$ cat src/rtl/riscv_wb_pkg.sv
// Shared definitions for the MEM/WB stage:
// result-select codes, load Funct3 codes and FSM states.
package riscv_wb_pkg;

  localparam logic [1:0] WB_SEL_ALU  = 2'b00;
  localparam logic [1:0] WB_SEL_LOAD = 2'b01;
  localparam logic [1:0] WB_SEL_PC4  = 2'b10;

  localparam logic [2:0] F3_LB  = 3'b000;
  localparam logic [2:0] F3_LH  = 3'b001;
  localparam logic [2:0] F3_LW  = 3'b010;
  localparam logic [2:0] F3_LBU = 3'b100;
  localparam logic [2:0] F3_LHU = 3'b101;

  typedef enum logic [1:0] {
    ST_RUN   = 2'd0,
    ST_WAIT  = 2'd1,
    ST_DRAIN = 2'd2
  } wb_state_e;

endpackage

$ cat src/rtl/load_extend.sv
// Load data alignment and sign/zero extension,
// plus misaligned / illegal load-type detection.
module load_extend
  import riscv_wb_pkg::*;
#(
  parameter int XLEN = 32
) (
  input  logic [2:0]      funct3_i,
  input  logic [1:0]      offset_i,
  input  logic [XLEN-1:0] word_i,
  output logic [XLEN-1:0] data_o,
  output logic            fault_o
);

  logic [7:0]  byte_s;
  logic [15:0] half_s;

  assign byte_s = word_i[{offset_i, 3'b000} +: 8];
  assign half_s = offset_i[1] ? word_i[31:16] : word_i[15:0];

  // Pick the lane and extend it according to the load type
  always_comb begin
    data_o  = '0;
    fault_o = 1'b0;
    unique case (funct3_i)
      F3_LB:  data_o = {{(XLEN-8){byte_s[7]}}, byte_s};
      F3_LBU: data_o = {{(XLEN-8){1'b0}}, byte_s};
      F3_LH: begin
        fault_o = offset_i[0];
        data_o  = {{(XLEN-16){half_s[15]}}, half_s};
      end
      F3_LHU: begin
        fault_o = offset_i[0];
        data_o  = {{(XLEN-16){1'b0}}, half_s};
      end
      F3_LW: begin
        fault_o = |offset_i;
        data_o  = word_i;
      end
      default: fault_o = 1'b1;
    endcase
  end

endmodule

$ cat src/rtl/writeback_stage.sv
// MEM/WB stage: retires one instruction per handshake and
// drives the register-file write port, waiting on loads.
module writeback_stage
  import riscv_wb_pkg::*;
#(
  parameter int XLEN    = 32,
  parameter int RADDR_W = 5
) (
  input  logic               Clk_In,
  input  logic               Reset_n_In,
  input  logic               Mem_Valid_In,
  output logic               Mem_Ready_Out,
  input  logic               Flush_In,
  input  logic               Reg_Write_flag_In,
  input  logic [RADDR_W-1:0] RD_Addr_In,
  input  logic [1:0]         WB_Sel_In,
  input  logic [2:0]         Funct3_In,
  input  logic [1:0]         Byte_Offset_In,
  input  logic [XLEN-1:0]    ALU_Result_In,
  input  logic [XLEN-1:0]    PC_Plus4_In,
  input  logic               Load_Rsp_Valid_In,
  input  logic [XLEN-1:0]    Load_Rsp_Data_In,
  output logic               Reg_Write_flag_Out,
  output logic [RADDR_W-1:0] RD_Addr_Out,
  output logic [XLEN-1:0]    RD_Data_Out,
  output logic               Retire_Out,
  output logic               Load_Fault_Out
);

  wb_state_e state_q, state_d;

  logic [RADDR_W-1:0] ld_rd_q, ld_rd_d;
  logic               ld_wr_q, ld_wr_d;
  logic [2:0]         ld_f3_q, ld_f3_d;
  logic [1:0]         ld_off_q, ld_off_d;

  logic               wr_q, wr_d;
  logic [RADDR_W-1:0] addr_q, addr_d;
  logic [XLEN-1:0]    data_q, data_d;
  logic               ret_q, ret_d;
  logic               flt_q, flt_d;

  logic            run;
  logic            accept;
  logic [2:0]      ext_f3;
  logic [1:0]      ext_off;
  logic [XLEN-1:0] ext_data;
  logic            ext_fault;

  assign run           = (state_q == ST_RUN);
  assign Mem_Ready_Out = Reset_n_In && run;
  assign accept        = Mem_Valid_In && Mem_Ready_Out;

  // Fault check uses live inputs at accept, the
  // captured load type while waiting for the response.
  assign ext_f3  = run ? Funct3_In      : ld_f3_q;
  assign ext_off = run ? Byte_Offset_In : ld_off_q;

  load_extend #(
    .XLEN(XLEN)
  ) u_ext (
    .funct3_i(ext_f3),
    .offset_i(ext_off),
    .word_i  (Load_Rsp_Data_In),
    .data_o  (ext_data),
    .fault_o (ext_fault)
  );

  // Next state, load capture and write-port values
  always_comb begin
    state_d  = state_q;
    ld_rd_d  = ld_rd_q;
    ld_wr_d  = ld_wr_q;
    ld_f3_d  = ld_f3_q;
    ld_off_d = ld_off_q;
    wr_d     = 1'b0;
    ret_d    = 1'b0;
    flt_d    = 1'b0;
    addr_d   = addr_q;
    data_d   = data_q;
    unique case (state_q)
      ST_RUN: begin
        if (accept && !Flush_In) begin
          if (WB_Sel_In == WB_SEL_LOAD) begin
            if (ext_fault) begin
              flt_d = 1'b1;
              ret_d = 1'b1;
            end else begin
              ld_rd_d  = RD_Addr_In;
              ld_wr_d  = Reg_Write_flag_In
                         && (RD_Addr_In != '0);
              ld_f3_d  = Funct3_In;
              ld_off_d = Byte_Offset_In;
              state_d  = ST_WAIT;
            end
          end else begin
            ret_d = 1'b1;
            wr_d  = Reg_Write_flag_In
                    && (RD_Addr_In != '0);
            if (wr_d) begin
              addr_d = RD_Addr_In;
              case (WB_Sel_In)
                WB_SEL_ALU: data_d = ALU_Result_In;
                WB_SEL_PC4: data_d = PC_Plus4_In;
                default:    data_d = ALU_Result_In;
              endcase
            end
          end
        end
      end
      ST_WAIT: begin
        if (Load_Rsp_Valid_In) begin
          state_d = ST_RUN;
          if (!Flush_In) begin
            ret_d = 1'b1;
            wr_d  = ld_wr_q;
            if (ld_wr_q) begin
              addr_d = ld_rd_q;
              data_d = ext_data;
            end
          end
        end else if (Flush_In) begin
          state_d = ST_DRAIN;
        end
      end
      ST_DRAIN: begin
        if (Load_Rsp_Valid_In) state_d = ST_RUN;
      end
      default: state_d = ST_RUN;
    endcase
  end

  // State and output registers, synchronous reset
  always_ff @(posedge Clk_In) begin
    if (!Reset_n_In) begin
      state_q  <= ST_RUN;
      ld_rd_q  <= '0;
      ld_wr_q  <= 1'b0;
      ld_f3_q  <= '0;
      ld_off_q <= '0;
      wr_q     <= 1'b0;
      addr_q   <= '0;
      data_q   <= '0;
      ret_q    <= 1'b0;
      flt_q    <= 1'b0;
    end else begin
      state_q  <= state_d;
      ld_rd_q  <= ld_rd_d;
      ld_wr_q  <= ld_wr_d;
      ld_f3_q  <= ld_f3_d;
      ld_off_q <= ld_off_d;
      wr_q     <= wr_d;
      addr_q   <= addr_d;
      data_q   <= data_d;
      ret_q    <= ret_d;
      flt_q    <= flt_d;
    end
  end

  assign Reg_Write_flag_Out = wr_q;
  assign RD_Addr_Out        = addr_q;
  assign RD_Data_Out        = data_q;
  assign Retire_Out         = ret_q;
  assign Load_Fault_Out     = flt_q;

endmodule

$ cat config.mk
export PLATFORM = sky130hd
export DESIGN_NAME = writeback_stage
export DESIGN_NICKNAME = d
export VERILOG_FILES = /design/src/rtl/riscv_wb_pkg.sv /design/src/rtl/load_extend.sv /design/src/rtl/writeback_stage.sv
export SDC_FILE = /design/constraint.sdc
export NUM_CORES = 1
export LEC_CHECK = 0
export CORE_MARGIN = 2
export CORE_UTILIZATION = 55
export DETAILED_ROUTE_END_ITERATION = 6
export DONT_BUFFER_PORTS = 1
export PLACE_DENSITY = 0.77
export SLEW_MARGIN = 30
export SYNTH_ARGS = -nofsm -noshare
export SYNTH_HDL_FRONTEND = slang
export SYNTH_SLANG_ARGS = --single-unit
$ cat constraint.sdc
create_clock -name Clk_In -period 2.7 [get_ports Clk_In]
set_clock_uncertainty 0.2 [all_clocks]
set_input_delay 0.54 -clock Clk_In [delete_from_list [all_inputs] [get_ports Clk_In]]
set_output_delay 0.54 -clock Clk_In [all_outputs]
set_load 0.05 [all_outputs]
==> reports/metrics.csv <==
metric;value;unit
status;complete, no violations;
via count;3128;
Detailed Routing Iterations Pass 1;5;
Logic pwr share;0.120;
clk slew on worst S/H paths;0.10;ns
worst r2r src;state_q[0]$_SDFFE_PN0P_;
GRT Total Usage;0.278;
wire length per cell;20.4;µm
Hold Path Cell Cnt;1;
Power Dens Cells;491;nW/µm²
Data arrival, critical path;2.56;ns
RSZ-0062 raised after global routing;no;
grt ovf;0;
synth cell count leaders;53 x dfxtp_1, 42 x mux2i_1, 36 x nand2_1;
vias in the first global route;2851;
Placed Area;3360;µm²
Leak;1.23;nW
Site Rows;28;
Synth Register Bits;53;
CP Launch Type;flop;
Crit Path Max Fanout;17;
routing usage on met1;0.353;
Layout Nets;500;
NetSw;0.462;mW
Vias/cell;6.77;
# diodes;0;
TritonCTS clock tree;built;
Reg power frac;0.502;
Slew Limit Fails;0;
setup violators final;0;
cell family with most CP delay;compound AO/OA/AOI/OAI gates;
FF-to-FF path depth;7;
Synth Flop Type;dfxtp_1;
largest net degree at the start of global routing;47;
Area Growth Syn to Fin;7.01;%
R2R Setup Slk;0.15;ns
Synth async-reset ratio;0;
CTS Buf Count;5;
Min-Delay Path Class;in -> reg;
R2R Path End;RD_Data_Out[15]$_SDFFE_PN0P_;
Max stage delay on crit path;0.48;ns
Synth top area share;0.323;
layout cells sized above 1;0.142;
Buf/Inv on CP;1;
I/O pins;155;
clock latency on the worst-skew pair;0.31;ns
worst path cell trace;buf_4 -> or3b_2 -> nand3_1 -> a21o_1 -> a21boi_0 -> o22ai_1 -> o221a_2;
CP max-delay cell;or3b_2;
top-count cell post-synth;dfxtp_1;
area leader, netlist;dfxtp_1;
Peak supply drop;290;µV
Clock Power Share;0.378;
Max-Cap Viols;0;
CTS H-tree depth;2;
WHS Endpoint;state_q[1]$_SDFFE_PN0P_;
DIE AREA;6600;µm²
synth top area cells;dfxtp_1 32%, mux2i_1 13%, o221a_2 6.2%;
f_max;393;MHz
Seq/Total Area, Yosys;0.323;
Synth Cell Area;3280;µm²
Required @ worst endpoint;2.72;ns
Hold Crit Start;Load_Rsp_Valid_In;
Final Cycle Share;0.943;
Netlist cell types;48;
Int Power;1.26;mW
syn nets;511;
clock root buffer;clkbuf_8;
Slew @ Worst Pin;0.791;ns
DRT iter0 DRCs;177;
post-route ant nets;0;
synth warn;0;
switching share of power;0.268;
GR peak layer;met2;
Tmin final;2.55;ns
drt drc;0;
syn_area_per_cell;8.27;µm²
Die X;81.2;µm
post-route cell area;3510;µm²
# port buffers;0;
GR met2 Demand/Resource;0.445;
core footprint;5850;µm²
cell count after synthesis;397;
antenna violations before repair;0;
Routed WL;9410;µm
Total Neg Setup Slack;0;ns
worst setup path class;reg -> reg;
Rel. slew slack;0.468;
initial core utilization;0.561;
DP HPWL;7220;µm
met3 Track Usage GR;0.0922;
Placer Congestion;0.918;
hold_buf cts;0;
Post-synth EDFFs;0;
Longest Clk Path Bufs;2;
die height;81.2;µm
CTS sink cnt;53;
Worst setup EP type;flop;
first-pass GRT wire length;14200;µm
Final Hold Fails;0;
-- cell usage in the layout, fill, tap and decap left out, types with 2 or more instances in the layout --
cell type  instances
a221oi_1           7
a211o_1            2
o221ai_1           7
nor2_1            25
a211oi_1           2
a311oi_1          12
dfxtp_1           53
clkbuf_8           5
o221a_2           18
nand2b_1           5
nor3_1             3
bufinv_16          2
a21o_1             3
o21ai_0           30
a21oi_1           16
or3_1              2
nor2b_1            2
mux2i_1           42
a31oi_1           17
nand2_1           36
a21boi_0           8
buf_4             17
nand3_1           32
inv_1              4
o21a_1             3
or4_1              2
o21bai_1           6
-- per-layer routing --
layer / vias up / wire length [µm] / part of all wire
met2: 160 / 4350 / 0.46
met1: 1450 / 3890 / 0.41
met5: - / 0 / 0
met3: 18 / 1000 / 0.11
li1: 1500 / - / -
met4: 0 / 178 / 0.019
-- final cells by class --
cell class	instances	area, µm²
Clock buffer	5	68.8
Clock inverter	3	68.8
Fill cell	515	2340
Inverter	4	15.0
Multi-Input combinational cell	305	2080
Sequential cell	53	1060
Tap cell	75	93.8
Timing Repair Buffer	17	128
-- power groups by stage --
stage          combinational (mW)  clock [mW]  sequential, mW
2_1_floorplan               0.171           0           0.880
3_3_place_gp                0.199           0           0.884
3_5_place_dp                0.204           0           0.884
4_1_cts                     0.204       0.661           0.866
5_1_grt                     0.228       0.696           0.869
6_report                    0.207       0.651           0.866
-- what timing repair did --
item,4_1_cts,5_1_grt
setup endpoints to repair,0,14
resized for setup,0,4
setup buffers,0,0
-- metrics by stage --
stage | util | total power [mW] | instances | setup WS [ns] | hold WS [ns]
after global routing | 0.600 | 1.79 | 462 | 0.00966 | 0.0839
after CTS | 0.598 | 1.73 | 462 | 0.0778 | 0.0893
after global placement | 0.574 | 1.08 | 454 | 0.144 | 0.253
after floorplan | - | 1.05 | 397 | 0.191 | 0.232
after detailed placement | 0.574 | 1.09 | 454 | 0.0960 | 0.273
final | 0.600 | 1.72 | 462 | 0.153 | 0.0965
-- worst max path at each step --
stage                            start                           end  slack, ns  cells past startpoint
2_1_floorplan               Reset_n_In                 Mem_Ready_Out       0.19                      4
3_3_place_gp             RD_Addr_In[0]   RD_Data_Out[2]$_SDFFE_PN0P_       0.14                      6
3_5_place_dp             RD_Addr_In[0]   RD_Data_Out[0]$_SDFFE_PN0P_        0.1                      6
4_1_cts        state_q[0]$_SDFFE_PN0P_  RD_Data_Out[27]$_SDFFE_PN0P_       0.08                      7
5_1_grt        state_q[0]$_SDFFE_PN0P_  RD_Data_Out[15]$_SDFFE_PN0P_       0.01                      7
6_report       state_q[0]$_SDFFE_PN0P_  RD_Data_Out[15]$_SDFFE_PN0P_       0.15                      7
-- state kept, by name, summed over array words and instances (netlist names) --
name and count:
ld_rd_q 5, ld_wr_q 1, RD_Addr_Out 5, RD_Data_Out 32
ld_off_q 2, Reg_Write_flag_Out 1, state_q 2, Load_Fault_Out 1
ld_f3_q 3, Retire_Out 1
-- kinds of logic (layout without fill, tap and decap cells) --
group,Yosys count,in the layout,synth area share
muxes,42,42,0.128
AOI/OAI and AO/OA,142,142,0.317
and+or+nand+nor,121,121,0.177
DFF,53,53,0.323
buffers and inverters,39,29,0.0545
(Power assumes the default switching activity.)
